### src/rtl/alu_operand_stage.sv
// ALU operand stage: forwards bypass results into rs1/rs2, selects ALU operands,
// and registers them behind a valid/ready handshake with load-use stall detection.
module alu_operand_stage #(
  parameter int XLEN = 32,
  parameter int NSRC = 3,
  parameter int CNTW = 16
) (
  input  logic                 clk,
  input  logic                 rst,
  input  logic                 in_valid,
  output logic                 in_ready,
  input  logic [1:0]           asel,
  input  logic [1:0]           bsel,
  input  logic [4:0]           rs1_addr,
  input  logic [4:0]           rs2_addr,
  input  logic [XLEN-1:0]      rs1_data,
  input  logic [XLEN-1:0]      rs2_data,
  input  logic [XLEN-1:0]      imm,
  input  logic [XLEN-1:0]      pc,
  input  logic [4:0]           shamt,
  input  logic [NSRC-1:0]      src_we,
  input  logic [NSRC-1:0]      src_pending,
  input  logic [5*NSRC-1:0]    src_rd,
  input  logic [XLEN*NSRC-1:0] src_data,
  input  logic                 flush,
  output logic                 out_valid,
  input  logic                 out_ready,
  output logic [XLEN-1:0]      op_a,
  output logic [XLEN-1:0]      op_b,
  output logic [XLEN-1:0]      st_data,
  output logic [CNTW-1:0]      stall_cnt
);

  logic [XLEN-1:0] rs1_fwd, rs2_fwd;
  logic            rs1_pend, rs2_pend;
  logic            hazard, accept;
  logic [XLEN-1:0] op_a_nxt, op_b_nxt;

  // Scan oldest to youngest so the lowest matching index is written last and wins.
  always_comb begin
    // NOTE: every combinational output gets a default first, so no path leaves it unassigned (no latch).
    rs1_fwd  = rs1_data;
    rs2_fwd  = rs2_data;
    rs1_pend = 1'b0;
    rs2_pend = 1'b0;
    for (int i = NSRC - 1; i >= 0; i--) begin
      if (src_we[i] && (rs1_addr != 5'd0) && (src_rd[5*i +: 5] == rs1_addr)) begin
        rs1_fwd  = src_data[XLEN*i +: XLEN];
        rs1_pend = src_pending[i];
      end
      if (src_we[i] && (rs2_addr != 5'd0) && (src_rd[5*i +: 5] == rs2_addr)) begin
        rs2_fwd  = src_data[XLEN*i +: XLEN];
        rs2_pend = src_pending[i];
      end
    end
  end

  // rs2 always feeds st_data, so a pending rs2 stalls regardless of bsel.
  assign hazard   = ((asel == 2'b11) && rs1_pend) || rs2_pend;
  assign in_ready = (!out_valid || out_ready) && !hazard;
  assign accept   = in_valid && in_ready && !flush;

  always_comb begin
    op_a_nxt = '0;
    op_b_nxt = '0;
    case (asel)
      2'b00:   op_a_nxt = '0;
      2'b11:   op_a_nxt = rs1_fwd;
      default: op_a_nxt = pc;
    endcase
    case (bsel)
      2'b00:   op_b_nxt = XLEN'(shamt);
      2'b01:   op_b_nxt = rs2_fwd;
      default: op_b_nxt = imm;
    endcase
  end

  // NOTE: state uses non-blocking assignments so every register samples pre-edge values.
  always_ff @(posedge clk or posedge rst) begin
    if (rst) begin
      // NOTE: data registers are reset too; downstream observes zeros, not stale operands, after reset.
      out_valid <= 1'b0;
      op_a      <= '0;
      op_b      <= '0;
      st_data   <= '0;
    end else if (flush) begin
      out_valid <= 1'b0;
    end else if (accept) begin
      out_valid <= 1'b1;
      op_a      <= op_a_nxt;
      op_b      <= op_b_nxt;
      st_data   <= rs2_fwd;
    end else if (out_ready) begin
      out_valid <= 1'b0;
    end
  end

  always_ff @(posedge clk or posedge rst) begin
    if (rst) begin
      stall_cnt <= '0;
    end else if (in_valid && hazard && !flush && (stall_cnt != '1)) begin
      stall_cnt <= stall_cnt + CNTW'(1);
    end
  end

endmodule

### config.mk
export PLATFORM = sky130hd
export DESIGN_NAME = alu_operand_stage
export DESIGN_NICKNAME = d
export VERILOG_FILES = /design/src/rtl/alu_operand_stage.sv
export SDC_FILE = /design/constraint.sdc
export NUM_CORES = 1
export LEC_CHECK = 0
export BUFFER_PORTS_ARGS = -buffer_cell sky130_fd_sc_hd__buf_2
export CORE_AREA = 2 2 149 151
export CTS_CLUSTER_SIZE = 25
export DETAILED_ROUTE_END_ITERATION = 8
export DIE_AREA = 0 0 151 153
export PLACE_DENSITY = 0.73
export SYNTH_ARGS = -nofsm -noshare
export SYNTH_HDL_FRONTEND = slang
export SYNTH_SLANG_ARGS = --single-unit
### constraint.sdc
create_clock -name clk -period 5.6 [get_ports clk]
set_input_delay 0.28 -clock clk [delete_from_list [all_inputs] [get_ports clk]]
set_output_delay 0.28 -clock clk [all_outputs]
set_load 0.005 [all_outputs]
After elaboration in Yosys (flattened, before gate mapping):

Index checks and enable logic that the tools add are counted.

* register bits after elaboration: 113
* bits of input ports: 269
* output and inout bits: 114
* logic and storage cells: 63

* add/sub/neg operators: 1
* equal/unequal tests: 9
* mux-type cells: 17
* bitwise operators: 1
* reductions and logical operators: 30

Operator list (count)
* $mux W32: 6
* $pmux W32 S2: 2
* $eq A5 B5 Y1: 6
* $logic_and A1 B1 Y1: 19
* $add A16 B1 Y16 const B: 1
* $ne A16 B16 Y1 const B: 1
* $reduce_bool A5 Y1: 2
* $mux W1: 9
* $logic_not A2 Y1: 2
* $logic_not A1 Y1: 3
* $reduce_bool A3 Y1: 1
* $eq A2 B1 Y1 const B: 1
* $eq A2 B2 Y1 const B: 1
* $logic_or A1 B1 Y1: 2
* $reduce_and A2 Y1: 1
* $not A1 Y1: 1

Longest topological paths before layout:

Gate-level depths: netlist of run 1.

* depth after elaboration: 14
* depth in mapped cells: 12
* depth with buffers taken out: 7

Least setup slack after synthesis of run 1:

OpenSTA, ideal clock, no wires.

* path kind: input-to-reg
* start point: in rs2_addr[0]
* end point: reg st_data[22]
* library setup time: 125 ps
* arrival time: 2295 ps
* required time: 5475 ps
* slack: 3181 ps
* stages on the path: 10
* buffers on the path: 4
* path through: clkbuf_1 xnor2_1 nand4_1 or2_1 buf_4 a211oi_2 o221a_2 buf_4 buf_6 mux2_2

* longest elaborated chain between the ends: 12
* elaborated cells on any way between the ends: 22
* classes of those cells: eq/ne: 3; mux: 6; reduce/logical: 13

RTL lines
* start: declaration: line 15 `input logic [4:0] rs2_addr,`
* $reduce_bool A5 Y1: line 51 `if (src_we[i] && (rs2_addr != 5'd0) && (src_rd[5*i +: 5] == rs2_addr)) begin`
* $logic_and A1 B1 Y1 (2 in a row): line 51
* $mux W1 (3 in a row): line 51
* $logic_or A1 B1 Y1: line 59 `assign hazard = ((asel == 2'b11) && rs1_pend) || rs2_pend;`
* $logic_not A1 Y1: line 60 `assign in_ready = (!out_valid || out_ready) && !hazard;`
* $logic_and A1 B1 Y1: line 60
* $logic_and A1 B1 Y1 (2 in a row): line 61 `assign accept = in_valid && in_ready && !flush;`
* $reduce_and A2 Y1 (no source line)
* end signal: assignment: line 92 `st_data <= rs2_fwd;`
* end: declaration: line 30 `output logic [XLEN-1:0] st_data,`

Several ways; a longest one is shown, not always the timed one.
A chain may end at the register's enable or synchronous reset.

Worst setup path in the final report of run 1:

* start point: in rs2_addr[1]
* end point: out in_ready

* longest elaborated chain between the ends: 9
* elaborated cells on any way between the ends: 16
* classes of those cells: eq/ne: 3; mux: 3; reduce/logical: 10

RTL lines
* $reduce_bool A5 Y1: line 51
* $logic_and A1 B1 Y1 (2 in a row): line 51
* $mux W1 (2 in a row): line 51
* $mux W1 *: line 51
* $logic_or A1 B1 Y1 *: line 59
* $logic_not A1 Y1 *: line 60
* $logic_and A1 B1 Y1 *: line 60
* end: declaration: line 11 `output logic in_ready,`

Every way passes the cells marked *; elsewhere a longest branch is shown, timed or not.

==> metrics.txt, run 1 <==
sequential area share after synthesis 38.3%; Synth Instances 824; critical path arrival 3.31 ns; slowest cell on the critical path or2_2; Num CTS Buffers 17; Post-synth EDFFs 0; Mapped Nets 1095; cell with the most instances after synthesis dfrtp_1; Rows 54; Die X 151 um; minimum clock period 3.59 ns; initial DRC count 754; post-synthesis mux area share 6.82%; Max-Slew Margin vs Limit 29.2%; top routing layer in use met4; Die Height 153 um; Die ar. 23100 um^2; Largest stage delay, worst path 0.78 ns; WHS 0.0710 ns; initial antenna violation count 5; Worst Hold Class in -> reg; post-synthesis async set-or-reset flop share 100%; Root Driver clkbuf_16; Final Worst Setup Slack 2.01 ns; grt total ovfl 0; # H-tree levels 4; GRT Total Usage 28.3%; first-pass GRT wire length 49.4 mm; gpl congestion 0.933; outcome finished clean; area leader, netlist dfrtp_1; wire per inst 22.7 um; area share of the largest cell type after synthesis 38.3%; Final Util 46.8%; yosys warns 0; Post-Syn Area per Cell 8.95 um^2; met2 wire len 16.2 mm; Post-Route WL 33.1 mm; Post-Synth Simple-Gate Area 14.2%; Area Overhead vs Synth 36.4%; critical path launch point type input port; final-report max-slew violation count 0; Nets 1427; TritonRoute pass-1 iters 5; total of max-cap violations 0; Yosys reg bits 113; P_leak 4.66 nW; vias per cell 5.96; compound-gate portion of the synthesized area 29.6%; post-synthesis adder-cell area fraction 0.339%; post_cts resized 0; Crit Path Class in -> out; largest net degree at the start of global routing 89; Core Area 21500 um^2; CTS tree built; DR DRC count 0; share of cells above drive strength 1 41.1%; wl on met1 12.4 mm; post-synthesis xor/xnor area fraction 5.22%; Final period util 64.2%; clock latency on the worst-skew pair 0.42 ns; Port Buffer Count 382; Setup Viol. Count Final 0; ys flop type dfrtp_1; clk sinks 113; CP cell instances buf_2, or4_4, o211ai_4, buf_4, or2_2, a211oi_2, o22a_2, and2_1, buf_2; Crit Path Max Fanout 34; RSZ-0062 raised after global routing no; Power Density 296 nW/um^2; Crit path top cell by count buf_2; fmax 278 MHz; Clock transition at path regs 0.07 ns; combinational family with the most area after synthesis compound AO/OA/AOI/OAI gates; Critical Path RT 5.32 ns; post-synthesis cell area 7380 um^2; setup bufs post-CTS 0; I/O Pins 383; vias in the first global route 8529; final hold violation count 0; Hold Path Depth 2; vias 8669; top cells by area, synth dfrtp_1 38%, a22oi_1 4.8%, a21oi_1 4.4%; met3 WL 3.14 mm; Longest Clk Path Bufs 2; pre-CTS WS 1.83 ns; Setup crit end kind primary output; Initial Util 34.3%; Post-DRT Antenna Nets 0; Setup TNS 0 ns; Worst Reg2Reg Path Length in Cells 6; top post-synthesis cells by count 113 x dfrtp_1, 65 x a21oi_1, 62 x nor2_1; clock skew 0.0135 ns; FF-to-FF setup slack 3.52 ns; Worst Tran Pin Value 1.06 ns; dpl hpwl 23.8 mm; maximum VDD drop 0.000160 V; post-synthesis cell type count 53
-- through the flow --
step | total power, mW | cells | instance area (um^2)
after floorplan | 1.43 | 824 | 7380
after CTS | 2.99 | 1449 | 10000
after global routing | 3.12 | 1453 | 10100
final | 2.98 | 1454 | 10100
after global placement | 1.83 | 1416 | 9440
after detailed placement | 1.85 | 1416 | 9440
-- logic make-up after synthesis --
group	Yosys count
adder cells (fa/ha/maj)	2
buffers and inverters	90
multiplexers	46
AND/OR/NAND/NOR	218
flip-flops	113
XOR/XNOR	44
AO/OA/AOI/OAI	311
-- layout make-up --
cell class	instances	area, um^2
Timing Repair Buffer	398	2050
Tap cell	280	350
Antenna cell	5	12.5
Sequential cell	113	2830
Inverter	5	21.3
Clock buffer	17	425
Clock inverter	15	173
Fill cell	2094	11400
Multi-Input combinational cell	621	4200
-- timing repair --
action                                  in CTS  in global routing
hold endpoints to repair                    43                  0
hold buffers                                 1                  0
endpoints found under the setup margin       0                  0
-- layer usage --
layer | vias up | track usage [%]
li1 | 3814 | -
met5 | - | 0
met2 | 604 | 48.0
met1 | 4146 | 33.7
met3 | 105 | 6.21
met4 | 0 | 13.5
-- state kept, by name, indices dropped and copies added (netlist names) --
name	count
stall_cnt	16
op_a	32
out_valid	1
op_b	32
st_data	32
-- placed cells by master (no fill, tap or decap), drive strengths merged, types with 2 or more instances in the layout --
| cell | instances |
|---|---|
| a21oi | 65 |
| nor2 | 63 |
| clkinv | 4 |
| clkbuf | 17 |
| nor4 | 9 |
| or4 | 3 |
| a222oi | 12 |
| a31oi | 20 |
| xnor2 | 29 |
| a311oi | 31 |
| or2 | 3 |
| nand3b | 2 |
| o21a | 20 |
| and3 | 5 |
| nand3 | 41 |
| mux2i | 12 |
| diode | 5 |
| xor2 | 15 |
| a22oi | 47 |
| ha | 2 |
| a211oi | 2 |
| buf | 397 |
| dfrtp | 113 |
| o22ai | 5 |
| inv | 13 |
| nand2 | 35 |
| or3 | 2 |
| o211ai | 23 |
| o21ai | 33 |
| o2bb2ai | 20 |
| nand2b | 2 |
| nor3b | 3 |
| nand4 | 4 |
| bufinv | 2 |
| a21o | 28 |
| nor3 | 42 |
| mux2 | 34 |
-- report_power, final --
group / internal (mW) / total (mW) / switching [mW]
combinational: 0.362 / 0.777 / 0.414
clock: 0.672 / 1.14 / 0.465
sequential: 0.972 / 1.06 / 0.0922
-- worst max-delay path, delay by kind of cell --
family	cells	cell delay (ns)
buf+inv	3	0.69
compound gates	3	0.75
simple gates	3	1.55
-- final timing paths --
check                             startpoint           end
worst max-delay path             rs2_addr[1]      in_ready
worst min-delay path                   flush     out_valid
worst max register to register  stall_cnt[7]  stall_cnt[1]
worst min register to register       op_b[0]       op_b[0]
max in group asynchronous                rst      op_a[10]
min in group asynchronous                rst       op_a[6]
(Power assumes the default switching activity.)
==> run 2: changes to the inputs <==
CORE_AREA = 2 2 148 150   (was 2 2 149 151)
DIE_AREA = 0 0 150 152   (was 0 0 151 153)
PLACE_DENSITY = 0.76   (was 0.73)
clock period = 2.9 ns   (was 5.6 ns; I/O delays follow)
==> run 2 against run 1 <==
Compared with the run above:
- first-iteration DRC count is 14% lower
- design area up 3.0%
- via count barely moved
- routed wire length is 0.75% lower
- global-route usage hardly changed
- sequential share of layout area decreased by 0.81 points
- hold slack worse by 0.027 ns
- non-clock buffer count up 26
- worst setup slack got worse by 1.5 ns
- power grew 95%
- critical path depth fell by 1
- utilization grew 1.7 points
- highest routed layer is now met5
==> metrics.txt, run 2 (same netlist as run 1, synthesis figures left out) <==
outcome finished clean (unchanged); Int Power 3.93 mW (was 2.01 mW); GRT Total Usage 28.2% (was 28.3%); wire per inst 22.1 um (was 22.7 um); Net Switching 1.86 mW (was 0.972 mW); critical path arrival 2.23 ns (was 3.31 ns); grt total ovfl 0 (unchanged); Crit path top cell by count buf_2 (unchanged); CP cell instances buf_2, or4_1, o211ai_1, nor3_1, a211oi_2, o22a_2, and2_1, buf_2 (was buf_2, or4_4, o211ai_4, buf_4, or2_2, a211oi_2, o22a_2, and2_1, buf_2); fmax 421 MHz; vias per cell 5.85 (was 5.96); Die Height 152 um (was 153 um); Num CTS Buffers 17 (unchanged); Clock transition at path regs 0.06 ns (was 0.07 ns); setup bufs post-CTS 0 (unchanged); switching part of the total 32.2% (was 32.6%); Crit Path Class in -> out (unchanged); fillcell total 2050 (was 2094); Post-Route WL 32.8 mm (was 33.1 mm); Crit Path Max Fanout 12 (was 34); Critical Path RT 2.76 ns (was 5.32 ns); clock latency on the worst-skew pair 0.41 ns (was 0.42 ns); Power Density 559 nW/um^2 (was 296 nW/um^2); P_leak 4.83 nW (was 4.66 nW); Setup crit end kind primary output (unchanged); initial antenna violation count 8 (was 5); dpl hpwl 24.6 mm (was 23.8 mm); Worst Hold Class in -> reg (unchanged); Max-Slew Margin vs Limit 53.3% (was 29.2%); slowest cell on the critical path or4_1 (was or2_2); Post-DRT Antenna Nets 0 (unchanged); leading cell type in the layout, fill and taps excluded buf_2 (unchanged); multi-input combinational cell area 4200 um^2 (unchanged); largest net degree at the start of global routing 66 (was 89); sequential power share 35.3% (was 35.7%); CTS tree built (unchanged); clk sinks 113 (unchanged); Longest Clk Path Bufs 2 (unchanged); clock skew 0.00693 ns (was 0.0135 ns); I/O Pins 383 (unchanged); Core Area 21400 um^2 (was 21500 um^2); Sequential Area 2830 um^2 (unchanged); share of cells above drive strength 1 42.3% (was 41.1%); most frequent cells in the layout 382 x buf_2, 113 x dfrtp_1, 65 x a21oi_1 (unchanged); buffers and inverters on the worst path 2 (was 3); critical path launch point type input port (unchanged); vias 8661 (was 8669); Logic pwr share 26.4% (was 26.1%); vias in the first global route 8400 (was 8529); first-pass GRT wire length 49.3 mm (was 49.4 mm); minimum clock period 2.38 ns; maximum VDD drop 0.000342 V (was 0.000160 V); Setup Viol. Count Final 0 (unchanged); Nets 1453 (was 1427); RSZ-0062 raised after global routing no (unchanged); WHS 0.0436 ns (was 0.0710 ns); initial DRC count 651 (was 754); # H-tree levels 4 (unchanged); Die X 150 um (was 151 um); Final Power 5.79 mW (was 2.98 mW); Setup TNS 0 ns (unchanged); final-report max-slew violation count 0 (unchanged); Root Driver clkbuf_16 (unchanged); Final Util 48.5% (was 46.8%); Area Overhead vs Synth 40.4% (was 36.4%); TritonRoute pass-1 iters 6 (was 5); FF-to-FF setup slack 0.81 ns (was 3.52 ns); Port Buffer Count 382 (unchanged); Initial Util 34.6% (was 34.3%); Rows 54 (unchanged); Largest stage delay, worst path 0.58 ns (was 0.78 ns); final hold violation count 0 (unchanged); biggest registers after layout op_a (32), op_b (32), st_data (32) (unchanged); CP top delay family compound AO/OA/AOI/OAI gates (was simple AND/OR/NAND/NOR gates); Clock Power Share 38.3% (was 38.2%); Die ar. 22800 um^2 (was 23100 um^2); Final period util 82.0%; DR DRC count 0 (unchanged); total of max-cap violations 0 (unchanged); gpl congestion 0.917 (was 0.933); Worst Tran Pin Value 0.698 ns (was 1.06 ns)
## run 2: what timing repair did
item / in CTS / in global routing
hold endpoints to repair: 25 / 0
hold buffers: 2 / 0
gates resized for setup: 0 / 0
## run 2: path summary, 6_finish.rpt
kind                              start            to  cells after the start
setup / recovery            rs1_addr[0]      in_ready                      8
hold / removal                out_ready     out_valid                      3
setup reg to reg           stall_cnt[0]  stall_cnt[1]                      7
hold reg to reg                op_a[26]      op_a[26]                      1
max in group asynchronous           rst       op_b[2]                      4
min in group asynchronous           rst    st_data[8]                      3
## run 2: stage by stage
| stage | cells | setup WS (ns) | area, um^2 |
|---|---|---|---|
| 3_5_place_dp | 1441 | 0.225 | 9720 |
| 3_3_place_gp | 1441 | 0.252 | 9720 |
| 2_1_floorplan | 824 | 0.616 | 7380 |
| 4_1_cts | 1475 | 0.536 | 10300 |
| 6_report | 1481 | 0.523 | 10400 |
| 5_1_grt | 1480 | 0.396 | 10400 |
## run 2: area by class of cell
| type | instances | area share, % |
|---|---|---|
| Inverter | 5 | 0.217 |
| Clock inverter | 14 | 1.63 |
| Clock buffer | 18 | 4.24 |
| Sequential cell | 113 | 27.3 |
| Antenna cell | 6 | 0.145 |
| Timing Repair Buffer | 424 | 22.5 |
| Tap cell | 280 | 3.38 |
| Multi-Input combinational cell | 621 | 40.6 |
## run 2: power groups by stage
stage	logic (mW)	registers [mW]	clock network, mW
4_1_cts	1.53	2.05	2.26
6_report	1.53	2.05	2.22
2_1_floorplan	0.684	2.08	0
3_5_place_dp	1.52	2.07	0
3_3_place_gp	1.49	2.07	0
5_1_grt	1.67	2.08	2.32
## run 2: routing by layer
metal  up-vias  GRT usage, %  part of all wire, %
met2       594          48.8                   50
met1      4104          33.9                   37
met5         -             0                0.082
met3        83          5.47                  9.7
li1       3874             -                    -
met4         6          12.0                  3.8
## run 2: worst reg2reg max path, stage by stage, from the launching register on
cell     delay, ns
dfrtp_1       0.41
ha_1          0.21
nand2_1       0.05
or2_2         0.35
nor2_1        0.12
a21o_1        0.40
nor2_1        0.15
mux2_2        0.29
==> run 3: changes to the inputs <==
clock period = 2.12 ns   (was 2.9 ns; I/O delays follow)
==> run 3 against run 2 <==
Compared with the run above:
- clock power rose by 35%
- critical path type is now in -> reg
- sequential share of layout area is 2.3 points lower
- non-clock buffer count increased by 82
- die area unchanged
- global-route usage up 1.6 points
- cell count up 5.5%
- critical endpoint is now stall_cnt[12]
- register-to-register slack got worse by 0.73 ns
- critical path depth rose by 1
- count of clock-buffer cells in the layout rose by 1
- clock skew rose by 0.0052 ns
- sequential power increased by 37%
- combinational power is 58% higher
==> metrics.txt, run 3 (same netlist as run 1, synthesis figures left out) <==
outcome finished clean (unchanged); Die Height 152 um (unchanged); fillcell total 1954 (was 2050); final non-filler cell total 1563 (was 1481); vias 8995 (was 8661); Clock transition at path regs 0.06 ns (about the same); GRT Total Usage 29.8% (was 28.2%); Final period util 97.5%; critical path launch point type input port (unchanged); Worst Reg2Reg Path Length in Cells 6 (was 7); Post-DRT Antenna Nets 0 (unchanged); Rows 54 (unchanged); Worst Tran Pin Value 0.613 ns (was 0.698 ns); DR DRC count 0 (unchanged); vias per cell 5.75 (was 5.85); dpl cells 1512 (was 1441); # H-tree levels 4 (unchanged); initial DRC count 845 (was 651); Die X 150 um (unchanged); Crit Path Max Fanout 7 (was 12); fmax 484 MHz; maximum VDD drop 0.000423 V (was 0.000342 V); multi-input combinational cell area 4370 um^2 (was 4200 um^2); final-report max-slew violation count 0 (unchanged); Initial Util 34.6% (unchanged); initial antenna violation count 7 (was 8); CP cell instances buf_2, or4_4, o211ai_4, or2_2, a211oi_2, o22a_2, buf_4, nor4_2, mux2_2 (was buf_2, or4_1, o211ai_1, nor3_1, a211oi_2, o22a_2, and2_1, buf_2); wire per inst 22.5 um (was 22.1 um); first-pass GRT wire length 52.1 mm (was 49.3 mm); largest net degree at the start of global routing 51 (was 66); most frequent cells in the layout 381 x buf_2, 113 x dfrtp_1, 98 x buf_4 (was 382 x buf_2, 113 x dfrtp_1, 65 x a21oi_1); Post-Route WL 35.2 mm (was 32.8 mm); Die ar. 22800 um^2 (unchanged); Root Driver clkbuf_16 (unchanged); Setup crit end kind flip-flop (was primary output); total of max-cap violations 0 (unchanged); grt total ovfl 0 (unchanged); CTS tree built (unchanged); clock skew 0.0122 ns (was 0.00693 ns); share of cells above drive strength 1 46.9% (was 42.3%); Critical Path RT 2.41 ns (was 2.76 ns); Area Overhead vs Synth 53.6% (was 40.4%); critical path arrival 2.36 ns (was 2.23 ns); RSZ-0062 raised after global routing yes (was no); clock latency on the worst-skew pair 0.41 ns (about the same); Final Util 53.1% (was 48.5%); Hold Path Depth 3 (unchanged); gpl congestion 0.936 (was 0.917); Longest Clk Path Bufs 2 (unchanged); Crit Path Class in -> reg (was in -> out); final hold violation count 0 (unchanged); Num CTS Buffers 17 (unchanged); leading cell type in the layout, fill and taps excluded buf_2 (unchanged); minimum clock period 2.07 ns; clk sinks 113 (unchanged); Core Area 21400 um^2 (unchanged); Setup Viol. Count Final 0 (unchanged); vias in the first global route 8914 (was 8400); slowest cell on the critical path or4_4 (was or4_1); dpl hpwl 26.7 mm (was 24.6 mm); Sequential Area 2830 um^2 (unchanged); P_leak 5.39 nW (was 4.83 nW); Power Density 725 nW/um^2 (was 559 nW/um^2); Worst Hold Class in -> reg (unchanged); Port Buffer Count 382 (unchanged); I/O Pins 383 (unchanged); Max-Slew Margin vs Limit 59.0% (was 53.3%); Nets 1535 (was 1453); biggest registers after layout op_a (32), op_b (32), st_data (32) (unchanged); Largest stage delay, worst path 0.58 ns (about the same); TritonRoute pass-1 iters 8 (was 6)
-- run 3: changes by cell type in the layout (fill, tap and decap cells not counted), moves of 4 or more --
cell / change
mux2_2: -25
buf_4: +66
buf_6: +4
buf_12: +10
mux2_4: +31
mux2_1: -6
-- run 3: worst paths after layout --
kind | start | end | slack, ns
max | rs2_addr[2] | stall_cnt[12] | 0.05
min | imm[22] | op_b[22] | 0.02
max reg2reg | stall_cnt[8] | stall_cnt[1] | 0.08
min reg2reg | stall_cnt[10] | stall_cnt[10] | 0.48
max in group asynchronous | rst | op_a[20] | 1.09
min in group asynchronous | rst | st_data[12] | 0.34
-- run 3: repair_timing --
action,in CTS,in global routing
gates resized for setup,1,17
setup endpoints to repair,3,67
endpoints found under the hold margin,25,0
buffers inserted,1,7
hold buffers,2,0
pin swaps,2,12
gates cloned,1,2
-- run 3: through the flow --
step                power (mW)  hold WS (ns)  setup TNS, ns  cell area (um^2)  setup slack (ns)
floorplan                 3.91         0.203          -1.46              7580           -0.0767
global placement          5.11         0.209         -32.77             10500            -0.422
detailed placement        5.17         0.213         -37.73             10500            -0.472
CTS                       8.23       0.00152              0             11100           0.00181
global route              8.60        0.0222        -0.0549             11300           -0.0226
finish                    8.22        0.0188              0             11300            0.0540
-- run 3: power breakdown --
group / internal [mW] / switching, mW / total, mW
Combinational: 1.24 / 1.17 / 2.41
Sequential: 2.57 / 0.245 / 2.81
Clock: 1.85 / 1.14 / 3.00
-- run 3: area by class of cell --
class                      instances  share of cell area [%]
clock inverter                    12                    1.39
antenna                            7                   0.155
timing repair buffer             506                    27.8
inverter                           5                   0.199
tap                              280                    3.09
sequential                       113                    25.0
multi-input combinational        621                    38.6
clock buffer                      19                    3.82
-- run 3: per-layer routing --
metal	GRT usage, %	routed length (um)
met5	0	13
met4	13.2	1460
met3	5.86	3070
met2	52.7	17600
met1	34.7	13000
-- run 3: critical path: cells and delay by family --
kind / cells / cell delay, ns
simple gates: 3 / 1.05
compound gates: 3 / 0.56
mux: 1 / 0.36
buf+inv: 2 / 0.29
